`src/rtl/mem_arbiter.sv`:
```
// Two-port (fetch/data) arbiter in front of a single-port unified memory.
// One access per two cycles; data wins ties until the fetch port has waited MAX_WAIT grants.
module mem_arbiter #(
    parameter int unsigned MAX_WAIT = 2
) (
    input  logic        clk,
    input  logic        reset,
    input  logic        i_req,
    input  logic [31:0] i_addr,
    output logic        i_gnt,
    output logic        i_rvalid,
    output logic [31:0] i_rdata,
    input  logic        d_req,
    input  logic        d_we,
    input  logic [31:0] d_addr,
    input  logic [31:0] d_wdata,
    output logic        d_gnt,
    output logic        d_rvalid,
    output logic [31:0] d_rdata,
    output logic        mem_we,
    output logic [31:0] mem_addr,
    output logic [31:0] mem_wdata,
    input  logic [31:0] mem_rdata
);
    typedef enum logic {IDLE, ACCESS} state_t;

    localparam logic [3:0] MAX_W = 4'(MAX_WAIT);

    state_t      state_q, state_d;
    logic [3:0]  starve_q, starve_d;
    logic        gnt_i, gnt_d;
    logic        win_d_q, we_q;
    logic [31:0] addr_q, wdata_q;
    logic [31:0] i_rdata_q, d_rdata_q;
    logic        i_rv_q, d_rv_q;

    always_comb begin
        state_d  = state_q;
        starve_d = starve_q;
        gnt_i    = 1'b0;
        gnt_d    = 1'b0;
        case (state_q)
            IDLE: begin
                if (!reset) begin
                    if (d_req && (!i_req || starve_q < MAX_W)) begin
                        gnt_d = 1'b1;
                        if (i_req && starve_q < MAX_W)
                            starve_d = starve_q + 4'd1;
                    end else if (i_req) begin
                        gnt_i    = 1'b1;
                        starve_d = 4'd0;
                    end
                    if (gnt_i || gnt_d)
                        state_d = ACCESS;
                end
            end
            ACCESS:  state_d = IDLE;
            default: state_d = IDLE;
        endcase
    end

    always_ff @(posedge clk) begin
        if (reset) begin
            state_q   <= IDLE;
            starve_q  <= 4'd0;
            win_d_q   <= 1'b0;
            we_q      <= 1'b0;
            addr_q    <= 32'd0;
            wdata_q   <= 32'd0;
            i_rdata_q <= 32'd0;
            d_rdata_q <= 32'd0;
            i_rv_q    <= 1'b0;
            d_rv_q    <= 1'b0;
        end else begin
            state_q  <= state_d;
            starve_q <= starve_d;
            if (gnt_i || gnt_d) begin
                win_d_q <= gnt_d;
                we_q    <= gnt_d & d_we;
                addr_q  <= gnt_d ? d_addr : i_addr;
                // Write data only matters for stores; fetches leave it untouched.
                if (gnt_d)
                    wdata_q <= d_wdata;
            end
            i_rv_q <= (state_q == ACCESS) && !win_d_q;
            d_rv_q <= (state_q == ACCESS) && win_d_q;
            if (state_q == ACCESS) begin
                if (!win_d_q)
                    i_rdata_q <= mem_rdata;
                else if (!we_q)
                    d_rdata_q <= mem_rdata;
            end
        end
    end

    assign i_gnt     = gnt_i;
    assign d_gnt     = gnt_d;
    assign i_rvalid  = i_rv_q & ~reset;
    assign d_rvalid  = d_rv_q & ~reset;
    assign i_rdata   = i_rdata_q;
    assign d_rdata   = d_rdata_q;
    assign mem_we    = (state_q == ACCESS) & win_d_q & we_q & ~reset;
    assign mem_addr  = addr_q;
    assign mem_wdata = wdata_q;
endmodule

```
`config.mk`:
```
export PLATFORM = sky130hd
export DESIGN_NAME = mem_arbiter
export DESIGN_NICKNAME = d
export VERILOG_FILES = /design/src/rtl/mem_arbiter.sv
export SDC_FILE = /design/constraint.sdc
export NUM_CORES = 1
export LEC_CHECK = 0
export BUFFER_PORTS_ARGS = -buffer_cell sky130_fd_sc_hd__buf_2
export CORE_MARGIN = 5
export CORE_UTILIZATION = 43
export DETAILED_ROUTE_END_ITERATION = 6
export GPL_TIMING_DRIVEN = 0
export MAX_ROUTING_LAYER = met4
export PLACE_DENSITY = 0.77
export SETUP_SLACK_MARGIN = 0.02
export SYNTH_ARGS = -nofsm -noshare
export SYNTH_HDL_FRONTEND = slang
export SYNTH_SLANG_ARGS = --single-unit
```
`constraint.sdc`:
```
create_clock -name clk -period 1.52 [get_ports clk]
set_input_delay 0.076 -clock clk [delete_from_list [all_inputs] [get_ports clk]]
set_output_delay 0.076 -clock clk [all_outputs]
set_load 0.02 [all_outputs]
```
# Yosys cells after proc, flatten, opt, wreduce, memory -nomap -nowiden
# Cells that the tools add are included.
dict set report op_classes {
  n_mux 17
  n_eq_ne 1
  reduce_logical 14
  magnitude_cmp 1
  bitwise_logic 10
  addsub 1
}
# operator count
set op_table {}
lappend op_table {{$mux 32} 1}
lappend op_table {{$mux 1} 12}
lappend op_table {{$mux 4} 3}
lappend op_table {{$and 1x1->1} 6}
lappend op_table {{$reduce_and 3->1} 2}
lappend op_table {{$add 4x1->4 const B} 1}
lappend op_table {{$logic_and 1x1->1} 4}
lappend op_table {{$lt 4x2->1 const B} 1}
lappend op_table {{$not 1->1} 4}
lappend op_table {{$reduce_and 2->1} 2}
lappend op_table {{$logic_or 1x1->1} 3}
lappend op_table {{$logic_not 1->1} 2}
lappend op_table {{$ne 2x1->1 const B} 1}
lappend op_table {{$pmux 1 s2} 1}
lappend op_table {{$reduce_bool 2->1} 1}
dict set report word_totals {
  output_inout_bits 133
  ff_bits 137
  word_cells 54
  input_bits 133
}

# Depth between registers and ports, before layout
dict set report logic_depth {
  ltp_word 10
  mapped_depth 6
  depth_no_buf 4
}

# Worst setup path after synthesis
# OpenSTA, ideal clock, no wires.
dict set report synth_timing {
  path_kind {flip-flop to flip-flop}
  from {register starve_q[3]}
  to {register starve_q[1]}
  n_path_buf 1
  stages_incl_launch_ff 5
  path_slack_ns -0.009
  t_required_ns 1.450
  arrival_ns 1.459
  period_less_slack_ns 1.529
  path_cell_list {dfxtp_1 > or4b_1 > buf_2 > or3_1 > a21oi_1}
}
dict set report synth_via {
  elab_chain_cells 5
  word_cells_on_any_way 8
  classes_between {order compare (1); eq/ne (1); mux (1); reduce/logical (5)}
}
# item line_no
set synth_rtl {}
lappend synth_rtl {{from (decl)} 30} ;# logic [3:0] starve_q, starve_d;
lappend synth_rtl {{from (signal assigned)} 76} ;# starve_q <= starve_d;
lappend synth_rtl {{$lt 4x2->1 (*)} {45, 47}}
lappend synth_rtl {{$logic_or 1x1->1} 45} ;# if (d_req && (!i_req || starve_q < MAX_W)) begin
lappend synth_rtl {{$logic_and 1x1->1} 45}
lappend synth_rtl {{$ne 2x1->1 (no source line) / $reduce_bool 2->1 (equally long branches)} n/a}
lappend synth_rtl {{$reduce_and 3->1 (no source line)} n/a}
# Mark *: on every way between the ends. The rest lies on a longest branch, timed or not.
# A chain may end at the register's enable or synchronous reset.

# Worst setup path in the final report
dict set report layout_timing {
  from {register starve_q[1]}
  to {output i_gnt}
}
dict set report layout_via {
  elab_chain_cells 8
}
# item line_no
set layout_rtl {}
lappend layout_rtl {{$lt 4x2->1} 45}
lappend layout_rtl {{$logic_or 1x1->1} 45}
lappend layout_rtl {{$logic_and 1x1->1} 45}
lappend layout_rtl {{$mux 1} 45}
lappend layout_rtl {{$mux 1} 44} ;# if (!reset) begin
lappend layout_rtl {{$mux 1} 42} ;# case (state_q)
lappend layout_rtl {{$mux 1} 44}
lappend layout_rtl {{$mux 1} 42}
lappend layout_rtl {{to (decl)} 10} ;# output logic i_gnt,
# Every way passes these cells. The select of a mux whose other input is x is not followed.

==> metrics.json <==
{
  "status": {
    "status": "finished, violations left",
    "violations": "setup timing"
  },
  "synthesis": {
    "mappedNetlistNets": 825,
    "synth.avg_cell_area_sq_um": 8.75,
    "synth_warnings": 0,
    "synth.yosys.seq_area_share": 0.454,
    "post_synthesis_sequential_element_count": 137,
    "synth_async_sr_flop_share": 0,
    "synthDistinctLibCells": 35,
    "synth_enable_flop_cells": 0,
    "cell_count_after_synthesis": 691,
    "synth_ff_type": "sky130_fd_sc_hd__dfxtp_1",
    "synth_area_sq_um": 6040
  },
  "die": {
    "die_w_um": 129,
    "dieArea_sq_um": 16500,
    "chipHeight_um": 129,
    "initial_core_util": 0.437,
    "rows": 43,
    "ios": 266,
    "core_area_sq_um": 13800
  },
  "clock_network": {
    "clk_latency_ps": 420,
    "cts_inserted_buffers": 17,
    "h_tree_level_count": 4,
    "cts_tree": "built",
    "cts.clk_slew.worst_paths_ps": 70,
    "cts_max_path_buffers": 2,
    "ctsRootBufferMaster": "sky130_fd_sc_hd__clkbuf_16",
    "cts.sinks": 137
  },
  "layout": {
    "area_growth_syn_to_layout_pct": 62.9,
    "n_antenna_cell": 0,
    "finalInstanceArea_sq_um": 9850,
    "most_frequent_cells_in_the_layout": "sky130_fd_sc_hd__buf_2, sky130_fd_sc_hd__dfxtp_1, sky130_fd_sc_hd__nand2_1, sky130_fd_sc_hd__dlygate4sd3_1, sky130_fd_sc_hd__a21oi_1",
    "most_common_cell_after_layout_fill_and_taps_aside": "sky130_fd_sc_hd__buf_2",
    "drive_gt1_frac": 0.425,
    "fin_nets": 1196
  },
  "sta": {
    "summed_negative_setup_slack_over_all_endpoints_ps": -6520,
    "max-slew-margin-rel": 0.373,
    "fmax_mhz": 553,
    "setup_violations": 63,
    "finalWorstPathRequiredPeriod_ps": 1810,
    "final.setup_skew_ps": 13.1,
    "hold_viol_final": 0,
    "rsz0062_at_grt": "true",
    "post-route-period-util": 1.19,
    "fin_ws_ps": -289,
    "report.final.slew_viol_count": 0,
    "tightest_slew_ps": 940
  },
  "global_route": {
    "global_route_wire_length_before_repair_um": 34500,
    "grt_pass1_vias": 6927,
    "globalRouteTotalUtil": 0.269,
    "antenna_found_initial": 0,
    "pin_count_of_the_biggest_net_entering_global_routing": 17,
    "global_route.overflow_total": 0
  },
  "worst_setup_path": {
    "path_max_fanout": 2,
    "cp.required_ps": 1440,
    "worst_setup_path_end_kind": "output port",
    "critPathLaunchType": "flip-flop",
    "worst-endpoint-arrival_ps": 1730,
    "worst-setup-path-type": "flip-flop to output port"
  },
  "route": {
    "postRouteWirelength_um": 22700,
    "detail_route.iter0.violations": 475,
    "drt-wirelength-per-cell_um": 18.1,
    "detail_route.first_pass.iterations": 5,
    "vias_per_cell": 5.46,
    "drcViolationCount": 0,
    "routed-via-count": 6844,
    "ant_nets": 0
  },
  "pwr": {
    "vdd_drop_max_mv": 0.993,
    "power.density_nw_per_um2": 1040,
    "p_leak_uw": 0.00443
  },
  "placement": {
    "port-buffer-count": 263,
    "dpl_cell_area_sq_um": 7600,
    "place_hpwl_um": 14300,
    "place.gp.congestion": 0.874
  },
  "min_path": {
    "hp-class": "primary input to flip-flop"
  },
  "flow_run": {
    "max_cap_violations": 0
  }
}
==> synthesized netlist by cell type (2+ instances only) <==
cell,instances,area share
sky130_fd_sc_hd__dfxtp_1,137,0.45
sky130_fd_sc_hd__nand2_1,132,0.082
sky130_fd_sc_hd__a21oi_1,68,0.056
sky130_fd_sc_hd__nand3b_1,61,0.076
sky130_fd_sc_hd__clkbuf_1,51,0.032
sky130_fd_sc_hd__nor2b_1,36,0.037
sky130_fd_sc_hd__inv_1,33,0.020
sky130_fd_sc_hd__mux2_2,32,0.060
sky130_fd_sc_hd__a22o_1,30,0.043
sky130_fd_sc_hd__o2111ai_1,30,0.043
sky130_fd_sc_hd__o311ai_0,30,0.043
sky130_fd_sc_hd__buf_2,13,0.011
sky130_fd_sc_hd__nor2_1,7,0.0043
sky130_fd_sc_hd__buf_1,4,0.0025
sky130_fd_sc_hd__nand4_1,3,0.0031
sky130_fd_sc_hd__a311oi_1,2,0.0029
sky130_fd_sc_hd__nand2b_1,2,0.0021
sky130_fd_sc_hd__o21ai_0,2,0.0017
sky130_fd_sc_hd__or3_1,2,0.0021
==> per-stage QoR <==
| stage | utilization | std cells | hold WS [ps] | total power [uW] | worst slack [ps] |
|---|---|---|---|---|---|
| 6_report | 0.712 | 1254 | 26.7 | 10200 | -289 |
| 5_1_grt | 0.712 | 1254 | 34.0 | 10600 | -315 |
| 4_1_cts | 0.686 | 1244 | 18.5 | 10100 | -384 |
| 3_5_place_dp | 0.550 | 1134 | 307 | 5490 | -405 |
| 3_3_place_gp | 0.550 | 1134 | 301 | 5470 | -375 |
| 2_1_floorplan | - | 691 | 212 | 4880 | 11.2 |
==> final timing paths <==
kind | start | endpoint | slack (ps) | depth (start not counted)
hold / removal | i_addr[12] | mem_addr[12] | 30 | 4
setup / recovery | starve_q[1] | i_gnt | -290 | 4
setup reg to reg | starve_q[1] | starve_q[1] | -230 | 5
hold reg to reg | d_rdata[0] | d_rdata[0] | 450 | 2
==> report_power, final <==
group          internal, uW  switching (uW)
Combinational           871            1040
Sequential             3820             123
Clock                  2780            1580
==> sequential cells by signal (all words and copies together) (netlist names) <==
name       cells
mem_wdata     32
starve_q       4
i_rv_q         1
d_rdata       32
win_d_q        1
i_rdata       32
mem_addr      32
state_q        1
we_q           1
d_rv_q         1
==> cells by family after synthesis <==
logic type,share of synthesized area
AO/OA/AOI/OAI,0.203
buffers and inverters,0.0662
flip-flops,0.454
adder cells (fa/ha/maj),0.00207
AND/OR/NAND/NOR,0.215
multiplexers,0.0596
==> final cells by class <==
type                            count  area, sq um
Fill cell                        1020         3980
Multi-Input combinational cell    452         3400
Sequential cell                   137         2760
Timing Repair Buffer              356         2330
Clock buffer                       19          443
Buffer                             65          393
Tap cell                          180          225
Clock inverter                     12          173
Inverter                           33          129
==> routing by layer <==
layer,up-vias,global-route usage,part of all wire
met4,0,0.140,0.045
li1,3196,-,-
met1,3259,0.309,0.40
met5,-,-,0
met3,73,0.0569,0.071
met2,316,0.441,0.49
==> critical path, cell delays in order (launching register included) <==
cell,delay [ps]
sky130_fd_sc_hd__dfxtp_4,340
sky130_fd_sc_hd__or4b_4,550
sky130_fd_sc_hd__buf_8,140
sky130_fd_sc_hd__and3_4,170
sky130_fd_sc_hd__buf_6,130
==> repair_timing <==
| item | in CTS | in global routing |
|---|---|---|
| hold buffers | 69 | 0 |
| hold endpoints to repair | 99 | 0 |
| pin swaps | 11 | 16 |
| resized for setup | 128 | 67 |
| buffers inserted | 10 | 10 |
| setup endpoints to repair | 130 | 105 |
| gates cloned | 1 | 4 |
(Power assumes the default switching activity.)
